==> config.mk <==
export PLATFORM = sky130hd
export DESIGN_NAME = read_empty
export DESIGN_NICKNAME = d
export VERILOG_FILES = /design/src/rtl/read_empty.sv
export SDC_FILE = /design/constraint.sdc
export NUM_CORES = 1
export LEC_CHECK = 0
export CAP_MARGIN = 10
export CORE_MARGIN = 2
export CORE_UTILIZATION = 48
export CTS_CLUSTER_SIZE = 12
export DETAILED_ROUTE_END_ITERATION = 12
export GPL_TIMING_DRIVEN = 0
export PLACE_DENSITY_LB_ADDON = 0.2
export SLEW_MARGIN = 20
export SYNTH_ARGS = -nofsm -noshare
export SYNTH_HDL_FRONTEND = slang
export SYNTH_SLANG_ARGS = --single-unit
==> constraint.sdc <==
create_clock -name rclk -period 5.8 [get_ports rclk]
set_clock_uncertainty 0.2 [all_clocks]
set_input_delay 0.87 -clock rclk [delete_from_list [all_inputs] [get_ports rclk]]
set_output_delay 0.87 -clock rclk [all_outputs]
set_load 0.03 [all_outputs]
==> src/rtl/read_empty.sv <==
// Read-domain half of an asynchronous FIFO: binary/Gray read pointer, registered
// empty flag, occupancy count, sticky underflow flag and optional almost-empty flag.
// Optional feature: define READ_EMPTY_ALMOST_EN to build the almost-empty flag;
// otherwise ralmost_empty is tied low.
module read_empty #(
   parameter int unsigned ADDRESS_BITS       = 4,
   parameter int unsigned ALMOST_EMPTY_LEVEL = 2
) (
   input  logic                    rclk,
   input  logic                    rrst,
   input  logic                    rinc,
   input  logic [ADDRESS_BITS:0]   rq2_write_ptr,
   output logic [ADDRESS_BITS-1:0] raddr,
   output logic [ADDRESS_BITS:0]   rptr,
   output logic                    rempty,
   output logic [ADDRESS_BITS:0]   rcount,
   output logic                    runderflow,
   output logic                    ralmost_empty
);

   localparam int unsigned PtrW = ADDRESS_BITS + 1;

   // A level above the depth would make the flag permanently set.
   if (ALMOST_EMPTY_LEVEL > (1 << ADDRESS_BITS)) begin : g_bad_level
      $error("read_empty: ALMOST_EMPTY_LEVEL exceeds FIFO depth");
   end

   logic [PtrW-1:0] rbin;
   logic [PtrW-1:0] rbinnext;
   logic [PtrW-1:0] rgraynext;
   logic [PtrW-1:0] wbin_s;
   logic [PtrW-1:0] occ_next;
   logic            pop;

   assign raddr = rbin[ADDRESS_BITS-1:0];

   // Next read pointer (binary and Gray), synchronized write pointer in binary,
   // and the occupancy that will hold after this edge.
   always_comb begin
      pop       = rinc & ~rempty;
      rbinnext  = rbin + {{ADDRESS_BITS{1'b0}}, pop};
      rgraynext = (rbinnext >> 1) ^ rbinnext;
      wbin_s    = '0;
      for (int i = 0; i < PtrW; i++) begin
         wbin_s[i] = ^(rq2_write_ptr >> i);
      end
      occ_next  = wbin_s - rbinnext;
   end

   // Pointer, empty flag, count and sticky underflow registers.
   always_ff @(posedge rclk) begin
      if (rrst) begin
         rbin       <= '0;
         rptr       <= '0;
         rempty     <= 1'b1;
         rcount     <= '0;
         runderflow <= 1'b0;
      end else begin
         rbin       <= rbinnext;
         rptr       <= rgraynext;
         // Compare against the next Gray pointer so empty asserts on the
         // same edge that retires the last entry.
         rempty     <= (rgraynext == rq2_write_ptr);
         rcount     <= occ_next;
         runderflow <= runderflow | (rinc & rempty);
      end
   end

`ifdef READ_EMPTY_ALMOST_EN
   localparam logic [PtrW-1:0] AlmostLevel = PtrW'(ALMOST_EMPTY_LEVEL);

   logic almost_q;

   // Almost-empty flag tracks the same next-state occupancy as rcount.
   always_ff @(posedge rclk) begin
      if (rrst) begin
         almost_q <= 1'b1;
      end else begin
         almost_q <= (occ_next <= AlmostLevel);
      end
   end

   assign ralmost_empty = almost_q;
`else
   assign ralmost_empty = 1'b0;
`endif

endmodule
After elaboration in Yosys (flattened, before gate mapping). Cells that the tools add are included.

Flip-flop bits (word level): 17. Latch bits: 0. Bits in writable memories: 0. Memory bits (read-only): 0. Bits of input ports: 8. Output and inout bits: 17. Logic and storage cells: 18. Memories kept: 0.

Add/sub/neg operators: 2. Multiply operators: 0. Divide/modulo/power cells: 0. Order comparisons: 0. Eq/ne operators: 1. Shift operators: 0. Mux-type cells: 0. Bitwise logic cells: 5. Reduce and logical (&&, ||, !) cells: 5.

Operators by type and width (number): XOR reduction 5 bit (5); adder 5 x 1 -> 5 bit (1); equality test 5 bit (1); subtractor 5 bit (1); bitwise XOR 4 x 5 -> 5 bit (1); bitwise AND 1 bit (2); inverter 1 bit (1); bitwise OR 1 bit (1).

Depth between registers and ports, before layout. Gate-level depths: netlist of run 1.

Word-level depth: 5. Depth in mapped cells: 11. Gate-level depth less buffers: 11.

Worst setup path before layout of run 1. OpenSTA, ideal clock, no wires.

Path kind: in2reg. Start: input port rq2_write_ptr[3]. End: register rcount[4]. Setup time: 0.115 ns. Arrival: 3.081 ns. Data required time: 5.485 ns. Setup slack: 2.404 ns. Cell stages on the path: 11. Buffers on the path: 0. Cells stage by stage: xnor2_1 xnor2_1 xor2_1 xnor2_1 ha_1 inv_1 fa_1 a21o_1 maj3_1 xnor2_1 nor2_1.

Word-level cells in the longest chain between the ends: 2. Elaborated cells on any way between the ends: 5.

RTL lines: start: declaration (RTL line 12) `input logic [ADDRESS_BITS:0] rq2_write_ptr,`; XOR reduction 5 bit (RTL line 45) `wbin_s[i] = ^(rq2_write_ptr >> i);`; subtractor 5 bit (*) (RTL line 47) `occ_next = wbin_s - rbinnext;`; end signal: assignment (RTL line 64) `rcount <= occ_next;`; end: declaration (RTL line 16) `output logic [ADDRESS_BITS:0] rcount,`.

Every way passes the cells marked *; elsewhere a longest branch is shown, timed or not. A chain may end at the register's enable or synchronous reset.

Final worst setup path of run 1. Ends and elaborated chain as after synthesis.

==> results of run 1 <==
critical path, stage by stage:
cell	delay [ns]
sky130_fd_sc_hd__clkdlybuf4s50_1	0.45
sky130_fd_sc_hd__xnor2_1	0.33
sky130_fd_sc_hd__xnor2_1	0.21
sky130_fd_sc_hd__xor2_1	0.35
sky130_fd_sc_hd__xnor2_1	0.17
sky130_fd_sc_hd__ha_1	0.17
sky130_fd_sc_hd__inv_1	0.06
sky130_fd_sc_hd__fa_1	0.40
sky130_fd_sc_hd__a21o_1	0.21
sky130_fd_sc_hd__maj3_1	0.39
sky130_fd_sc_hd__xnor2_1	0.15
sky130_fd_sc_hd__nor2_1	0.06
kinds of logic (layout without fill, tap and decap cells):
group | after synthesis | count (layout) | share of synthesized area [%]
and+or+nand+nor | 26 | 26 | 15.0
adders and majority gates | 7 | 7 | 11.3
DFF | 16 | 16 | 39.2
AOI/OAI and AO/OA | 8 | 8 | 7.20
other | 1 | 1 | 0.459
xor gates and xnor gates | 20 | 20 | 24.0
buffers and inverters | 5 | 31 | 2.76
layer usage:
layer  part of all wire (%)  track usage (%)  wire length, um  vias to the layer above
li1                       -                -                -                      321
met2                     49             32.3              732                       14
met3                    3.7             4.00               55                        2
met5                      0                0                0                        -
met1                     46             20.7              697                      284
met4                    1.0             10.6               15                        0
path summary, 6_finish.rpt:
| path | from | end | cells past startpoint |
|---|---|---|---|
| setup / recovery | rq2_write_ptr[3] | rcount[4]$_SDFF_PP0_ | 12 |
| setup reg to reg | rempty$_SDFF_PP1_ | rcount[4]$_SDFF_PP0_ | 9 |
| hold / removal | runderflow$_SDFF_PP0_ | runderflow$_SDFF_PP0_ | 2 |
| hold reg to reg | runderflow$_SDFF_PP0_ | runderflow$_SDFF_PP0_ | 2 |
cell usage in the layout (no fill, tap or decap), drive strengths merged, types with 3 or more instances in the layout:
master,synthesis,layout
clkdlybuf4s50,0,23
nor2,13,13
clkbuf,1,4
xnor2,12,12
nand3,3,3
nand2,3,3
dfxtp,16,16
inv,3,3
nor2b,3,3
ha,5,5
xor2,7,7
final cells by class:
cell class / instances / area (sq um) / share of cell area, %
clock buffer: 3 / 22.5 / 2.07
multi-input combinational: 62 / 474 / 43.5
timing repair buffer: 23 / 230 / 21.1
inverter: 3 / 11.3 / 1.03
tap: 16 / 20.0 / 1.84
sequential: 16 / 320 / 29.4
buffer: 2 / 11.3 / 1.03
power breakdown:
group	leakage (nW)	internal [mW]	switching (mW)
clock	0.0138	0.0241	0.0331
sequential	0.131	0.120	0.00350
combinational	0.296	0.0437	0.0489
flip-flops by register name, indices dropped and copies added (netlist names):
name,cells
rptr,4
rempty,1
rbin,5
rcount,5
runderflow,1
==> metrics.cfg, run 1 <==
[placed_design]
placedCellCount=122
dp_worst_setup_slack_ns=1.64
gpl_congestion=0.771
io_buffers=23
detailedPlacementHpwl_um=1160
detailed_place.area_sq_um=1070

[timing]
final-hold-violation-count=0
unrepaired_setup_endpoints_after_global_routing=no
fmax_mhz=259
timing.final.ws_setup_ns=1.94
hold_slack_ns=0.285
timing.setup.tns_ns=0
post-route-period-util_pct=66.5
final_period_minus_worst_setup_slack_ns=3.86
setup_violations=0
timing_max_transition_violations_final=0

[die]
num_io_pins=25
floorplan.die_area_sq_um=2050
standard_cell_rows=14
initial_cell_density_of_the_core_pct=52.4
core-area_sq_um=1560
die_x_um=45.3
chipHeight_um=45.3

[finish]
synthToLayoutAreaGrowth_pct=33.4
layout-drive-gt1-share_pct=6.42
stdcell_count=125
final_core_util_pct=69.9
layout.filler_cells=123
design.final.nets=125
design_area_sq_um=1090
insertedDiodeCount=0

[clocking]
clock_sink_count=16
clk_transition_reported_paths_ns=0.09
postCtsHoldBufs=0
cts_resized=0
clk_root_buf=sky130_fd_sc_hd__clkbuf_4
cts-root-to-sink-buffers=2
cts.htree.levels=1
clock_tree_from_tritoncts=yes
cts-buffers-inserted=3
post_cts.repair.setup_buffers=0
clock_latency_ns=0.28

[power]
static_leakage_nw=0.441
total_power_mw=0.273
peakVddDrop_v=0.000204
power_per_cell_area_nw_per_um2=250

[yosys]
yosys_warnings=0
synth.lib_cells_used.distinct=26
synth_seq_area_share_pct=39.2
yosys_most_used_dff=sky130_fd_sc_hd__dfxtp_1
post-synth-top-count-cell=sky130_fd_sc_hd__dfxtp_1
portion_of_synthesized_cell_area_occupied_by_the_leading_cell_type_pct=39.2
synth.net_count=97
async_reset_ff_share_pct=0
synthesis.instances=83
synth_enable_flop_cells=0
yosysTopAreaCell=sky130_fd_sc_hd__dfxtp_1
synth_area_leaders=sky130_fd_sc_hd__dfxtp_1 39%, sky130_fd_sc_hd__xnor2_1 12%, sky130_fd_sc_hd__ha_1 7.7%
summed_instance_area_of_the_synthesized_netlist_sq_um=817
synth.cells.most_frequent=16 x sky130_fd_sc_hd__dfxtp_1, 13 x sky130_fd_sc_hd__nor2_1, 11 x sky130_fd_sc_hd__xnor2_1, 7 x sky130_fd_sc_hd__xor2_1, 5 x sky130_fd_sc_hd__ha_1
synth_area_per_cell_sq_um=9.84
synth-seq-cells=16

[detailed_routing]
postRouteAntennaNets=0
route.detailed.drc=0
initialDrtViolationCount=2
via_per_instance_ratio=4.97
routed-via-count=621
drt-total-wl_um=1500
drtPass1Iterations=2
route.detailed.wl_per_inst_um=12.0

[worst_setup_path]
r2r_slack_ns=3.10
maximum_fanout_along_the_worst_path=3
timing.critical_path.from_type=primary input
worst_ep_arrival_time_ns=3.83
worst-setup-path-type=primary input to flop
timing.critical_path.required_ns=5.77
worst_setup_path_end_kind=flop

[global_routing]
first_pass_grt_wire_length_um=2660
via_count_of_the_first_global_routing_pass=645
grt.overflow.total=0
global_route.usage.total_pct=18.6
grt_antenna_before_repair=0
pin_count_of_the_biggest_net_entering_global_routing=11

[job]
maxCapViolCount=0

[status]
run_status=completed

[worst_hold_path]
hp-class=flop to flop

No activity file was read; power rests on OpenSTA's default activity.
==> run 2: changes to the inputs <==
--- a/config.mk
+++ b/config.mk
@@ -7,7 +7,7 @@
 export LEC_CHECK = 0
 export CAP_MARGIN = 10
 export CORE_MARGIN = 2
-export CORE_UTILIZATION = 48
+export CORE_UTILIZATION = 45
 export CTS_CLUSTER_SIZE = 12
 export DETAILED_ROUTE_END_ITERATION = 12
 export GPL_TIMING_DRIVEN = 0
==> constraint.sdc (replaced) <==
create_clock -name rclk -period 3.92 [get_ports rclk]
set_clock_uncertainty 0.2 [all_clocks]
set_input_delay 0.588 -clock rclk [delete_from_list [all_inputs] [get_ports rclk]]
set_output_delay 0.588 -clock rclk [all_outputs]
set_load 0.03 [all_outputs]
==> metrics.cfg, run 2 (synthesis results as in run 1) <==
[die]
core-area_sq_um=1710
standard_cell_rows=15
die_x_um=46.6
floorplan.die_area_sq_um=2170
num_io_pins=25
chipHeight_um=46.6
initial_cell_density_of_the_core_pct=47.8

[finish]
most_common_cell_after_layout_fill_and_taps_aside=sky130_fd_sc_hd__clkdlybuf4s50_1
design_area_sq_um=1100
synthToLayoutAreaGrowth_pct=34.8
biggestRegsByFlops=rbin (5), rcount (5), rptr (4)
design.final.nets=125
layout-drive-gt1-share_pct=6.42
layout.filler_cells=142
stdcell_count=134
mostFrequentLayoutCells=23 x sky130_fd_sc_hd__clkdlybuf4s50_1, 16 x sky130_fd_sc_hd__dfxtp_1, 13 x sky130_fd_sc_hd__nor2_1
final_core_util_pct=64.5
insertedDiodeCount=0

[timing]
unrepaired_setup_endpoints_after_global_routing=no
fmax_mhz=281
post-route-period-util_pct=90.7
timing.setup.tns_ns=0
final-hold-violation-count=0
hold_slack_ns=0.288
timing_max_transition_violations_final=0
setup_violations=0
final_period_minus_worst_setup_slack_ns=3.56
timing.final.ws_setup_ns=0.363

[worst_setup_path]
worst_setup_path_end_kind=flop
timing.critical_path.required_ns=3.89
timing.critical_path.from_type=primary input
worst-setup-path-type=primary input to flop
critical_path_cell_with_the_highest_stage_delay=sky130_fd_sc_hd__clkdlybuf4s50_1
timing.critical_path.mode_cell=sky130_fd_sc_hd__xnor2_1
crit_path_max_incr_delay_ns=0.46
critical_path_buf_inv_count=2
worst_ep_arrival_time_ns=3.53
maximum_fanout_along_the_worst_path=3
timing.critical_path.cells=clkdlybuf4s50_1, xnor2_1, xnor2_1, xor2_1, xnor2_1, ha_1, inv_1, fa_1, a21o_1, maj3_1, xnor2_1, nor2_1
critical_path_s_top_delay_family=XOR/XNOR gates

[power]
static_leakage_nw=0.441
peakVddDrop_v=0.000236
power_per_cell_area_nw_per_um2=367
total_power_mw=0.404

[placed_design]
placedCellCount=131
io_buffers=23
gpl_congestion=0.693
detailed_place.area_sq_um=1080
dp_worst_setup_slack_ns=0.0480
detailedPlacementHpwl_um=1150

[clocking]
clock_tree_from_tritoncts=yes
clk_transition_reported_paths_ns=0.09
cts-root-to-sink-buffers=2
clock_sink_count=16
cts.htree.levels=1
post_cts.repair.setup_buffers=0
cts_resized=0
postCtsHoldBufs=0
cts-buffers-inserted=3
clock_latency_ns=0.28
clk_root_buf=sky130_fd_sc_hd__clkbuf_4

[detailed_routing]
initialDrtViolationCount=6
drt-total-wl_um=1520
routed-via-count=606
route.detailed.wl_per_inst_um=11.3
route.detailed.drc=0
via_per_instance_ratio=4.52
postRouteAntennaNets=0
drtPass1Iterations=4

[global_routing]
pin_count_of_the_biggest_net_entering_global_routing=11
grt.overflow.total=0
grt_antenna_before_repair=0
via_count_of_the_first_global_routing_pass=569
global_route.usage.total_pct=16.2
first_pass_grt_wire_length_um=2370

[worst_hold_path]
hp-class=flop to flop

[status]
run_status=completed

[job]
maxCapViolCount=0

## run 2: where the power goes
| part | leakage [nW] | switching, mW | internal, mW |
|---|---|---|---|
| logic | 0.296 | 0.0724 | 0.0651 |
| registers | 0.131 | 0.00442 | 0.177 |
| clock network | 0.0138 | 0.0496 | 0.0356 |
## run 2: layout make-up
class,instances,area [sq um],share of cell area (%)
Inverter,3,11.3,1.02
Clock buffer,3,22.5,2.05
Sequential cell,16,320,29.1
Multi-Input combinational cell,62,474,43.1
Buffer,2,11.3,1.02
Timing Repair Buffer,23,230,20.9
Tap cell,25,31.3,2.84
## run 2: tightest hold or removal path: stages, from the launching register on
cell and delay, ns:
sky130_fd_sc_hd__dfxtp_1 0.34, sky130_fd_sc_hd__a21oi_1 0.04, sky130_fd_sc_hd__nor2_1 0.08
## run 2: final timing paths
path                                       startpoint               endpoint  slack [ns]  depth (start not counted)
worst min register to register  runderflow$_SDFF_PP0_  runderflow$_SDFF_PP0_        0.29                          2
worst max register to register      rempty$_SDFF_PP1_   rcount[4]$_SDFF_PP0_        1.25                          9
worst max-delay path                 rq2_write_ptr[3]   rcount[4]$_SDFF_PP0_        0.36                         12
worst min-delay path            runderflow$_SDFF_PP0_  runderflow$_SDFF_PP0_        0.29                          2
## run 2: per-layer routing
layer | vias to the layer above | track usage, % | share of wire [%]
met4 | 0 | 10.6 | 0.99
met5 | - | 0 | 0
met2 | 17 | 25.8 | 47
met3 | 2 | 4.31 | 6.0
met1 | 266 | 18.9 | 46
li1 | 321 | - | -
==> run 3: changes to the inputs <==
--- a/config.mk
+++ b/config.mk
@@ -11,6 +11,7 @@
 export CTS_CLUSTER_SIZE = 12
 export DETAILED_ROUTE_END_ITERATION = 12
 export GPL_TIMING_DRIVEN = 0
+export MAX_ROUTING_LAYER = met4
 export PLACE_DENSITY_LB_ADDON = 0.2
 export SLEW_MARGIN = 20
 export SYNTH_ARGS = -nofsm -noshare
==> metrics.cfg, run 3 (synthesis results as in run 1) <==
[status]
run_status=completed

[worst_setup_path]
worst-setup-path-type=primary input to flop
timing.critical_path.mode_cell=sky130_fd_sc_hd__xnor2_1
critical_path_cell_with_the_highest_stage_delay=sky130_fd_sc_hd__clkdlybuf4s50_1
worst_ep_arrival_time_ns=3.53
timing.critical_path.cells=clkdlybuf4s50_1, xnor2_1, xnor2_1, xor2_1, xnor2_1, ha_1, inv_1, fa_1, a21o_1, maj3_1, xnor2_1, nor2_1
worst_setup_path_end_kind=flop
maximum_fanout_along_the_worst_path=3
crit_path_max_incr_delay_ns=0.46
critical_path_buf_inv_count=2
timing.critical_path.required_ns=3.89
timing.critical_path.from_type=primary input
critical_path_s_top_delay_family=XOR/XNOR gates

[detailed_routing]
route.detailed.wl_per_inst_um=11.3
drt-total-wl_um=1520
routed-via-count=606
postRouteAntennaNets=0
via_per_instance_ratio=4.52
route.detailed.drc=0
drtPass1Iterations=4
initialDrtViolationCount=6

[power]
static_leakage_nw=0.441
peakVddDrop_v=0.000235
power_per_cell_area_nw_per_um2=367

[clocking]
clk_transition_reported_paths_ns=0.09
cts.htree.levels=1
clock_tree_from_tritoncts=yes
postCtsHoldBufs=0
cts-root-to-sink-buffers=2
post_cts.repair.setup_buffers=0
clock_latency_ns=0.28
cts-buffers-inserted=3
clk_root_buf=sky130_fd_sc_hd__clkbuf_4
clock_sink_count=16
cts_resized=0

[placed_design]
io_buffers=23
gpl_congestion=0.700
detailedPlacementHpwl_um=1150

[finish]
regArea_sq_um=320
mostFrequentLayoutCells=23 x sky130_fd_sc_hd__clkdlybuf4s50_1, 16 x sky130_fd_sc_hd__dfxtp_1, 13 x sky130_fd_sc_hd__nor2_1
layout.filler_cells=142
final_core_util_pct=64.5
synthToLayoutAreaGrowth_pct=34.8
biggestRegsByFlops=rbin (5), rcount (5), rptr (4)
layout-drive-gt1-share_pct=6.42
most_common_cell_after_layout_fill_and_taps_aside=sky130_fd_sc_hd__clkdlybuf4s50_1
insertedDiodeCount=0
multiInputGateArea_sq_um=474
design.final.nets=125

[global_routing]
pin_count_of_the_biggest_net_entering_global_routing=11
grt_antenna_before_repair=0
via_count_of_the_first_global_routing_pass=569
grt.overflow.total=0
global_route.usage.total_pct=16.7
first_pass_grt_wire_length_um=2370

[timing]
timing.setup.tns_ns=0
final_period_minus_worst_setup_slack_ns=3.56
post-route-period-util_pct=90.8
final-hold-violation-count=0
setup_violations=0
fmax_mhz=281
unrepaired_setup_endpoints_after_global_routing=no
timing_max_transition_violations_final=0

[die]
chipHeight_um=46.6
initial_cell_density_of_the_core_pct=47.8
die_x_um=46.6
standard_cell_rows=15
floorplan.die_area_sq_um=2170
num_io_pins=25
core-area_sq_um=1710

[job]
maxCapViolCount=0

[worst_hold_path]
hp-class=flop to flop

==> run 3: power breakdown <==
part | switching, mW | internal [mW]
Combinational | 0.0724 | 0.0651
Sequential | 0.00442 | 0.177
Clock | 0.0491 | 0.0356
Total | 0.126 | 0.278
==> run 3: layout make-up <==
class                           count  share of cell area (%)
Sequential cell                    16                    29.1
Buffer                              2                    1.02
Tap cell                           25                    2.84
Multi-Input combinational cell     62                    43.1
Inverter                            3                    1.02
Clock buffer                        3                    2.05
Timing Repair Buffer               23                    20.9
==> run 3: worst paths after layout <==
kind / end / slack [ns] / startpoint / depth (start not counted)
worst max-delay path: rcount[4]$_SDFF_PP0_ / 0.36 / rq2_write_ptr[3] / 12
worst min-delay path: runderflow$_SDFF_PP0_ / 0.29 / runderflow$_SDFF_PP0_ / 2
worst max register to register: rcount[4]$_SDFF_PP0_ / 1.25 / rempty$_SDFF_PP1_ / 9
worst min register to register: runderflow$_SDFF_PP0_ / 0.29 / runderflow$_SDFF_PP0_ / 2
==> run 3: layer usage <==
metal | routed length [um] | vias to the layer above | global-route usage, %
li1 | - | 321 | -
met1 | 693 | 266 | 19.3
met2 | 716 | 17 | 25.6
met3 | 91 | 2 | 4.31
met4 | 15 | 0 | 10.6
met5 | 0 | - | -
==> run 3: stage by stage <==
stage,total power [mW],hold WS [ns],area [sq um],worst slack [ns],cells
after detailed placement,0.323,0.266,1080,0.0480,131
after global placement,0.320,0.252,1080,0.0895,131
after CTS,0.410,0.289,1100,0.339,134
after floorplan,0.275,0.419,817,0.806,83
after global routing,0.429,0.330,1100,0.175,134
final,0.404,0.288,1100,0.361,134
==> run 3: worst register-to-register path, stage by stage, from the launching register on <==
cell	delay, ns
sky130_fd_sc_hd__dfxtp_1	0.36
sky130_fd_sc_hd__nor2b_1	0.06
sky130_fd_sc_hd__ha_1	0.24
sky130_fd_sc_hd__ha_1	0.29
sky130_fd_sc_hd__xnor2_2	0.33
sky130_fd_sc_hd__ha_1	0.33
sky130_fd_sc_hd__a21o_1	0.18
sky130_fd_sc_hd__maj3_1	0.38
sky130_fd_sc_hd__xnor2_1	0.14
sky130_fd_sc_hd__nor2_1	0.05
